File: src/rtl/shared_resource_unit_if.sv
// Pipeline <-> shared-resource handshake: operand/flush in, result/flush/stall back.
// The slave modport is the resource side; master is the pipeline side.
interface shared_resource_unit_if;
  logic [31:0] in_data_from_pipeline;
  logic        in_valid_from_pipeline;
  logic        in_flush_from_pipeline;
  logic        in_stall_from_pipeline;
  logic [31:0] out_data_to_pipeline;
  logic        out_valid_to_pipeline;
  logic        out_flush_to_pipeline;
  logic        out_stall_to_pipeline;

  modport slave (
    input  in_data_from_pipeline, in_valid_from_pipeline,
           in_flush_from_pipeline, in_stall_from_pipeline,
    output out_data_to_pipeline, out_valid_to_pipeline,
           out_flush_to_pipeline, out_stall_to_pipeline
  );

  modport master (
    output in_data_from_pipeline, in_valid_from_pipeline,
           in_flush_from_pipeline, in_stall_from_pipeline,
    input  out_data_to_pipeline, out_valid_to_pipeline,
           out_flush_to_pipeline, out_stall_to_pipeline
  );
endinterface

File: src/rtl/shared_resource_unit.sv
// Shared-resource responder: input FIFO feeding a single-issue multi-cycle engine
// computing (operand ^ XOR_KEY) + ADD_CONST, with result hold under return-stage stall.
module shared_resource_unit #(
  parameter int          DEPTH     = 2,
  parameter int          LATENCY   = 3,
  parameter logic [31:0] XOR_KEY   = 32'h0000_00FF,
  parameter logic [31:0] ADD_CONST = 32'h0000_0001
) (
  input  logic                  clk,
  input  logic                  reset,
  shared_resource_unit_if.slave bus
);
  localparam int AW   = $clog2(DEPTH);
  localparam int CW   = AW + 1;
  localparam int CNTW = (LATENCY > 1) ? $clog2(LATENCY) : 1;

  typedef enum logic [1:0] {IDLE, BUSY, HOLD} state_e;

  state_e            state_q, state_d;
  logic [31:0]       mem_q [DEPTH];
  logic [AW-1:0]     wptr_q, rptr_q;
  logic [CW-1:0]     occ_q;
  logic [CNTW-1:0]   cnt_q, cnt_d;
  logic [31:0]       opnd_q, opnd_d;
  logic [31:0]       res_q, res_d;
  logic              vld_q, vld_d;
  logic              flush_q;
  logic              full, empty, push, pop;

  // Stall comes from registered occupancy only, so a same-cycle pop cannot unstall.
  assign full  = (occ_q == CW'(DEPTH));
  assign empty = (occ_q == '0);
  assign push  = bus.in_valid_from_pipeline & ~full & ~bus.in_flush_from_pipeline;

  always_comb begin
    state_d = state_q;
    cnt_d   = cnt_q;
    opnd_d  = opnd_q;
    res_d   = res_q;
    vld_d   = vld_q;
    pop     = 1'b0;
    unique case (state_q)
      IDLE: if (!empty) begin
        pop     = 1'b1;
        opnd_d  = mem_q[rptr_q];
        cnt_d   = CNTW'(LATENCY - 1);
        state_d = BUSY;
      end
      BUSY: if (cnt_q != '0) begin
        cnt_d = cnt_q - 1'b1;
      end else begin
        res_d   = (opnd_q ^ XOR_KEY) + ADD_CONST;
        vld_d   = 1'b1;
        state_d = HOLD;
      end
      HOLD: if (!bus.in_stall_from_pipeline) begin
        vld_d = 1'b0;
        if (!empty) begin
          // Back-to-back: next operand enters the engine on the transfer edge.
          pop     = 1'b1;
          opnd_d  = mem_q[rptr_q];
          cnt_d   = CNTW'(LATENCY - 1);
          state_d = BUSY;
        end else begin
          state_d = IDLE;
        end
      end
      default: state_d = IDLE;
    endcase
    if (bus.in_flush_from_pipeline) begin
      pop     = 1'b0;
      vld_d   = 1'b0;
      state_d = IDLE;
    end
  end

  always_ff @(posedge clk) begin
    if (reset) begin
      state_q <= IDLE;
      wptr_q  <= '0;
      rptr_q  <= '0;
      occ_q   <= '0;
      cnt_q   <= '0;
      opnd_q  <= '0;
      res_q   <= '0;
      vld_q   <= 1'b0;
      flush_q <= 1'b0;
    end else begin
      state_q <= state_d;
      cnt_q   <= cnt_d;
      opnd_q  <= opnd_d;
      res_q   <= res_d;
      vld_q   <= vld_d;
      flush_q <= bus.in_flush_from_pipeline;
      if (bus.in_flush_from_pipeline) begin
        wptr_q <= '0;
        rptr_q <= '0;
        occ_q  <= '0;
      end else begin
        if (push) wptr_q <= wptr_q + 1'b1;
        if (pop)  rptr_q <= rptr_q + 1'b1;
        unique case ({push, pop})
          2'b10:   occ_q <= occ_q + 1'b1;
          2'b01:   occ_q <= occ_q - 1'b1;
          default: occ_q <= occ_q;
        endcase
      end
    end
  end

  always_ff @(posedge clk) begin
    if (push) mem_q[wptr_q] <= bus.in_data_from_pipeline;
  end

  assign bus.out_data_to_pipeline  = res_q;
  assign bus.out_valid_to_pipeline = vld_q;
  assign bus.out_flush_to_pipeline = flush_q;
  assign bus.out_stall_to_pipeline = full;
endmodule

File: src/flat_wrapper.sv
// flat-port wrapper written by rule: the top's interface ports become plain ports
module shared_resource_unit_flat 
#(
  parameter int          DEPTH     = 2,
  parameter int          LATENCY   = 3,
  parameter logic [31:0] XOR_KEY   = 32'h0000_00FF,
  parameter logic [31:0] ADD_CONST = 32'h0000_0001
)
  (clk, reset, bus_in_data_from_pipeline, bus_in_valid_from_pipeline, bus_in_flush_from_pipeline, bus_in_stall_from_pipeline, bus_out_data_to_pipeline, bus_out_valid_to_pipeline, bus_out_flush_to_pipeline, bus_out_stall_to_pipeline);
  shared_resource_unit_if bus_i ();
  input  logic clk;
  input  logic reset;
  input wire logic [$bits(bus_i.in_data_from_pipeline)-1:0] bus_in_data_from_pipeline;
  input wire logic [$bits(bus_i.in_valid_from_pipeline)-1:0] bus_in_valid_from_pipeline;
  input wire logic [$bits(bus_i.in_flush_from_pipeline)-1:0] bus_in_flush_from_pipeline;
  input wire logic [$bits(bus_i.in_stall_from_pipeline)-1:0] bus_in_stall_from_pipeline;
  output wire logic [$bits(bus_i.out_data_to_pipeline)-1:0] bus_out_data_to_pipeline;
  output wire logic [$bits(bus_i.out_valid_to_pipeline)-1:0] bus_out_valid_to_pipeline;
  output wire logic [$bits(bus_i.out_flush_to_pipeline)-1:0] bus_out_flush_to_pipeline;
  output wire logic [$bits(bus_i.out_stall_to_pipeline)-1:0] bus_out_stall_to_pipeline;
  assign bus_i.in_data_from_pipeline = bus_in_data_from_pipeline;
  assign bus_i.in_valid_from_pipeline = bus_in_valid_from_pipeline;
  assign bus_i.in_flush_from_pipeline = bus_in_flush_from_pipeline;
  assign bus_i.in_stall_from_pipeline = bus_in_stall_from_pipeline;
  assign bus_out_data_to_pipeline = bus_i.out_data_to_pipeline;
  assign bus_out_valid_to_pipeline = bus_i.out_valid_to_pipeline;
  assign bus_out_flush_to_pipeline = bus_i.out_flush_to_pipeline;
  assign bus_out_stall_to_pipeline = bus_i.out_stall_to_pipeline;
  shared_resource_unit #(.DEPTH(DEPTH), .LATENCY(LATENCY), .XOR_KEY(XOR_KEY), .ADD_CONST(ADD_CONST)) u_core (.clk(clk), .reset(reset), .bus(bus_i));
endmodule
File: config.mk
export PLATFORM = sky130hd
export DESIGN_NAME = shared_resource_unit_flat
export DESIGN_NICKNAME = d
export VERILOG_FILES = /design/src/rtl/shared_resource_unit_if.sv /design/src/rtl/shared_resource_unit.sv /design/src/flat_wrapper.sv
export SDC_FILE = /design/constraint.sdc
export NUM_CORES = 1
export LEC_CHECK = 0
export CORE_MARGIN = 10
export CORE_UTILIZATION = 46
export CTS_CLUSTER_DIAMETER = 50
export DETAILED_ROUTE_END_ITERATION = 7
export DONT_BUFFER_PORTS = 1
export PLACE_DENSITY_LB_ADDON = 0.2
export SYNTH_ARGS = -nofsm -noshare
export SYNTH_HDL_FRONTEND = slang
export SYNTH_SLANG_ARGS = --single-unit
File: constraint.sdc
create_clock -name clk -period 5.9 [get_ports clk]
set_input_delay 1.18 -clock clk [delete_from_list [all_inputs] [get_ports clk]]
set_output_delay 1.18 -clock clk [all_outputs]
set_load 0.02 [all_outputs]
Word-level counts from Yosys, hierarchy flattened

Memories as Yosys holds them, arrays and structs flattened. A register that Yosys moved wholly into a read port is not among the register bits.
Index checks and enable logic that the tools add are counted.

Bits in writable memories: 64
Input port bits: 37
Logic and storage cells: 68
Flip-flop bits (word level): 74
Memories: 1
Output and inout bits: 35

Bitwise gates (word level): 6
$add $sub $neg: 6
Equal/unequal tests: 9
Reductions and logical operators: 13
Multiplexer cells: 24

Memories:

| memory       | depth | width | rd ports | clocked after memory_dff | wr ports | RTL line                   | text |
|---|---|---|---|---|---|---|---|
| u_core.mem_q | 2     | 32    | 1        | 1                        | 1        | shared_resource_unit.sv:20 | `logic [31:0] mem_q [DEPTH];` |

Operator list:

| operator              | count |
|---|---|
| $mux 32               | 2 |
| $pmux 32 s2           | 1 |
| $add 32x1->32 const B | 1 |
| $mux 2                | 6 |
| $pmux 2 s3            | 2 |
| $mux 1                | 10 |
| $reduce_and 3->1      | 3 |
| $not 8->8             | 1 |
| $reduce_bool 2->1     | 4 |
| $eq 2x2->1 const B    | 3 |
| $ne 2x2->1 const B    | 3 |
| $eq 2x1->1 const B    | 2 |
| $logic_not 2->1       | 2 |
| $pmux 1 s2            | 2 |
| $pmux 2 s2            | 1 |
| $reduce_and 2->1      | 2 |
| $sub 2x1->2 const B   | 2 |
| $not 1->1             | 3 |
| $reduce_bool 3->1     | 1 |
| $add 1x1->1 const B   | 2 |
| $add 2x1->2 const B   | 1 |
| $and 1x1->1           | 2 |
| $ne 2x1->1 const B    | 1 |
| $reduce_or 2->1       | 1 |

Logic depth before layout (Yosys ltp)

Depth in word-level cells: 7
Depth in mapped cells: 9
Gate-level depth less buffers: 7

Worst setup path before layout

No wires, ideal clock.

Path kind: in2reg
Start: in bus_in_flush_from_pipeline
End: mem u_core.mem_q[0][0], enable pin
Stages: 3
Arrival time: 2952 ps
Required time: 5479 ps
Setup slack: 2527 ps
Path buffers: 0
Cells stage by stage: nor3b_1 -> inv_1 -> nor2_1

Cells in the longest elaborated chain, start to end: 4

Ends and longest elaborated chain:

| what                         | RTL line                    | text |
|---|---|---|
| start: declaration           | flat_wrapper.sv:15          | `input wire logic [$bits(bus_i.in_flush_from_pipeline)-1:0] bus_in_flush_from_pipeline;` |
| $not 1->1                    | shared_resource_unit.sv:33  | `assign push = bus.in_valid_from_pipeline & ~full & ~bus.in_flush_from_pipeline;` |
| $and 1x1->1                  | shared_resource_unit.sv:33  |  |
| $mux 1                       | shared_resource_unit.sv:112 | `if (push) mem_q[wptr_q] <= bus.in_data_from_pipeline;` |
| $mux 1 (not written as such) | shared_resource_unit.sv:112 |  |
| end: declaration             | shared_resource_unit.sv:20  |  |

Every way passes these cells.

Worst setup path after layout

Start: in bus_in_stall_from_pipeline
End: reg u_core.occ_q[1]

Cells in the longest elaborated chain, start to end: 5

Ends and longest elaborated chain:

| what                                                   | RTL line                    | text |
|---|---|---|
| start: declaration                                     | flat_wrapper.sv:16          | `input wire logic [$bits(bus_i.in_stall_from_pipeline)-1:0] bus_in_stall_from_pipeline;` |
| $mux 1 *                                               | shared_resource_unit.sv:56  | `HOLD: if (!bus.in_stall_from_pipeline) begin` |
| $pmux 1 s2 *                                           | shared_resource_unit.sv:42  | `unique case (state_q)` |
| $mux 1 *                                               | shared_resource_unit.sv:70  | `if (bus.in_flush_from_pipeline) begin` |
| via u_core.pop                                         | shared_resource_unit.sv:28  | `logic full, empty, push, pop;` |
| $eq 2x1->1 / $eq 2x2->1 (equally long branches)        | shared_resource_unit.sv:102 | `unique case ({push, pop})` |
| $pmux 2 s2 / $reduce_bool 2->1 (equally long branches) | n/a                         |  |
| end signal: assignment                                 | shared_resource_unit.sv:103 | `2'b10: occ_q <= occ_q + 1'b1;` |
| end signal: assignment                                 | shared_resource_unit.sv:104 | `2'b01: occ_q <= occ_q - 1'b1;` |
| end signal: assignment                                 | shared_resource_unit.sv:105 | `default: occ_q <= occ_q;` |
| end: declaration                                       | shared_resource_unit.sv:22  | `logic [CW-1:0] occ_q;` |

Mark *: on every way through the listed nets, which the timed path passes. The rest lies on a longest branch.
A chain may end at the register's enable or synchronous reset.

==> results.txt <==
----------------------------------------------------
[Critical path]
  Flop-to-flop setup slack ... 3.23 ns
  Required @ worst endpoint ... 6.25 ns
  R2R cell count ... 6
  FF-to-FF End ... u_core.bus.out_data_to_pipeline[28]
  Worst reg2reg startpoint ... u_core.opnd_q[0]
  Biggest fanout along the worst timing path ... 66
  Critical path capture point type ... flop
  Category of the worst setup path launch point ... primary input
  Critical Setup Path Class ... primary input to flop
  Arrival time of the worst setup path ... 3.29 ns

[Timing]
  Worst clock skew ... 0.01170 ns
  Pin slew with the least headroom to its limit ... 1.093 ns
  Unrepaired setup endpoints after global routing ... false
  Setup_tns ... 0 ns
  Number of endpoints with negative hold slack in the final report ... 0
  Final setup violating endpoints ... 0
  Period utilization ... 49.87%
  Shortest clock period the worst path allows after layout ... 2.942 ns
  Number of pins with negative max-slew slack in the final report ... 0
  Worst slew margin relative to its limit ... 27.15%
  Fmax ... 339.9 MHz

[CTS]
  CTS H-tree lvls ... 4
  Clock tree from TritonCTS ... yes
  Post-CTS Setup Repair Bufs ... 0
  Cts hold-fix bufs ... 0
  Number of gates resized after cts ... 0
  Worst-Skew Late Latency ... 0.42 ns
  Maximum root-to-sink buffer count ... 2
  CTS sink count ... 139
  Clock-pin slew reported for the worst setup and hold paths after clock tree synthesis ... 0.06 ns
  Number of clock buffers inserted by TritonCTS ... 17
  Clock tree root driver cell ... clkbuf_16

[Hold path]
  Number of stages on the worst hold path ... 2
  Path type of the worst min-delay path ... flop to flop
  Hold Path End ... u_core.cnt_q[0]
  Hold Crit Start ... u_core.cnt_q[0]

[Layout]
  Fraction of final layout cells sized beyond drive strength 1 ... 8.468%
  Number of filler instances in the final layout ... 1,036
  Synthesis-to-layout area growth ... 12.10%
  Diodes inserted ... 0
  Number of nets in the layout ... 523

[Yosys]
  Gate Count Post-Synth ... 497
  FFs w/ async S/R, synth ... 0%
  Top cells by instance count after synthesis ... dfxtp_1, edfxtp_1, nor2_1
  Net count of the mapped netlist ... 537
  Number of flops mapped to enable cells by yosys ... 64
  Most numerous cell in the Yosys netlist ... dfxtp_1
  Average instance area after synthesis ... 11.28 µm²
  Synthesized flop and latch total ... 139
  Cell type contributing the most total cell area after synthesis ... edfxtp_1
  Top area cells in the synthesized netlist ... edfxtp_1, dfxtp_1, mux2i_1
  Area share of the largest cell type after synthesis ... 34.28%
  Primary flip-flop cell chosen by synthesis mapping ... dfxtp_1
  Post-synthesis instance area ... 0.005607 mm²
  Portion of the post-synthesis area used by sequential elements ... 61.06%
  Number of distinct library cell variants in the gate-level netlist after synthesis ... 39
  Yosys warning total ... 0

[Global route]
  Initial antenna violation count ... 0
  Global-route usage over all layers ... 13.59%
  Global-route wire length before repair ... 18,000 µm
  Largest net degree at the start of global routing ... 74
  Via count of the first global-routing pass ... 3,378
  Total congestion overflow ... 0

[Pwr]
  Tot Pwr ... 0.002277 W
  Worst IR drop on VDD ... 0.2001 mV
  Leak Pwr ... 1.909 nW
  Pwr dens ... 362.2 mW/mm²

[Routing]
  Post-route DRC violation count ... 0
  Number of nets still failing antenna checks after routing ... 0
  Post-detailed-route wirelength per cell ... 17.60 µm
  Detailed-route wire length ... 11,320 µm
  TritonRoute pass-1 iters ... 4
  Vias/cell ... 5.656
  First DRT Iteration DRCs ... 207
  Via Count ... 3,637

[Die]
  Starting utilization of the core area ... 46.87%
  Floorplan die height ... 130.4 µm
  Num rows ... 40
  # IOs ... 72
  Placeable core area ... 0.01196 mm²
  Die outline area ... 0.01700 mm²
  Die extent in x ... 130.4 µm

[Flow run]
  Number of max-capacitance violations reported ... 0

[Placed design]
  RePlAce Congestion ... 0.8031
  Post-DP HPWL ... 7696 µm
  I/O Buffers ... 0

[Run status]
  Status ... completed

----------------------------------------------------
==> sequential cells by signal (all words and copies together), names as in the netlist, named ones only <==
signal	cells
u_core.mem_q	64
u_core.bus.out_data_to_pipeline	32
u_core.opnd_q	32
u_core.cnt_q	2
u_core.occ_q	2
u_core.state_q	2
u_core.bus.out_flush_to_pipeline	1
u_core.bus.out_valid_to_pipeline	1
u_core.rptr_q	1
u_core.wptr_q	1
==> cells in the final DEF, fill, tap and decap left out, types with 7 or more instances in the layout <==
cell	n
a311oi_1	15
nor2_1	61
edfxtp_1	64
a21oi_1	14
dfxtp_1	74
or4_1	11
inv_1	11
mux2i_1	32
nand2_1	22
a211oi_1	38
o31ai_1	9
nor4_1	10
or3_1	10
o21ai_0	15
nand3_1	18
clkbuf_16	17
xnor2_1	7
==> metrics by stage <==
stage                     std cells  setup slack (ns)  hold WS, ns  area [µm²]  util, %
final                           643             2.958       0.4542        6285    52.54
after global routing            643             2.746       0.5003        6285    52.54
after CTS                       643             2.945       0.4578        6285    52.54
after detailed placement        611             2.508       0.4485        5670    47.41
after global placement          611             2.598       0.4340        5670    47.41
after floorplan                 497             2.527       0.4319        5607        -
==> critical path: stages <==
cell       delay (ns)
a2bb2oi_1        0.18
and2_2           0.89
nor2b_1          0.24
ha_1             0.27
or3_1            0.37
a21oi_1          0.14
==> worst max-delay path by stage <==
| stage | from | to | cells after the start |
|---|---|---|---|
| after global placement | bus_in_stall_from_pipeline | u_core.occ_q[1] | 6 |
| after global routing | bus_in_stall_from_pipeline | u_core.occ_q[1] | 6 |
| after floorplan | bus_in_flush_from_pipeline | u_core.mem_q[0][0] | 3 |
| after detailed placement | bus_in_stall_from_pipeline | u_core.occ_q[1] | 6 |
| after CTS | bus_in_stall_from_pipeline | u_core.occ_q[1] | 6 |
| final | bus_in_stall_from_pipeline | u_core.occ_q[1] | 6 |
==> cell type report <==
type                       instances  area (µm²)  share of cell area (%)
sequential                       139        3425                   54.49
multi-input combinational        312        2006                   31.91
clock buffer                      17       425.4                   6.769
clock inverter                    15       188.9                   3.006
tap                              147       183.9                   2.927
inverter                          11       41.29                  0.6570
timing repair buffer               2       15.01                  0.2389
==> cells by family after synthesis <==
kind of cell | Yosys count | synth area share [%]
AOI/OAI and AO/OA | 94 | 11.69
adders and majority gates | 3 | 0.6696
muxes | 32 | 5.713
DFF | 139 | 61.06
and+or+nand+nor | 172 | 15.89
buffers and inverters | 46 | 3.258
xor gates and xnor gates | 11 | 1.718
==> power breakdown <==
part           internal, W  switching [W]
logic            0.0000428      0.0000546
clock network     0.000648       0.000448
registers          0.00104      0.0000398
==> metal layers <==
layer	vias to the layer above	routed length, µm	global-route usage [%]
met2	100	4753	18.59
met3	11	1199	6.527
li1	1849	-	-
met1	1677	5204	17.83
met4	0	157	6.017
met5	-	0	0
No activity file was read; power rests on OpenSTA's default activity.
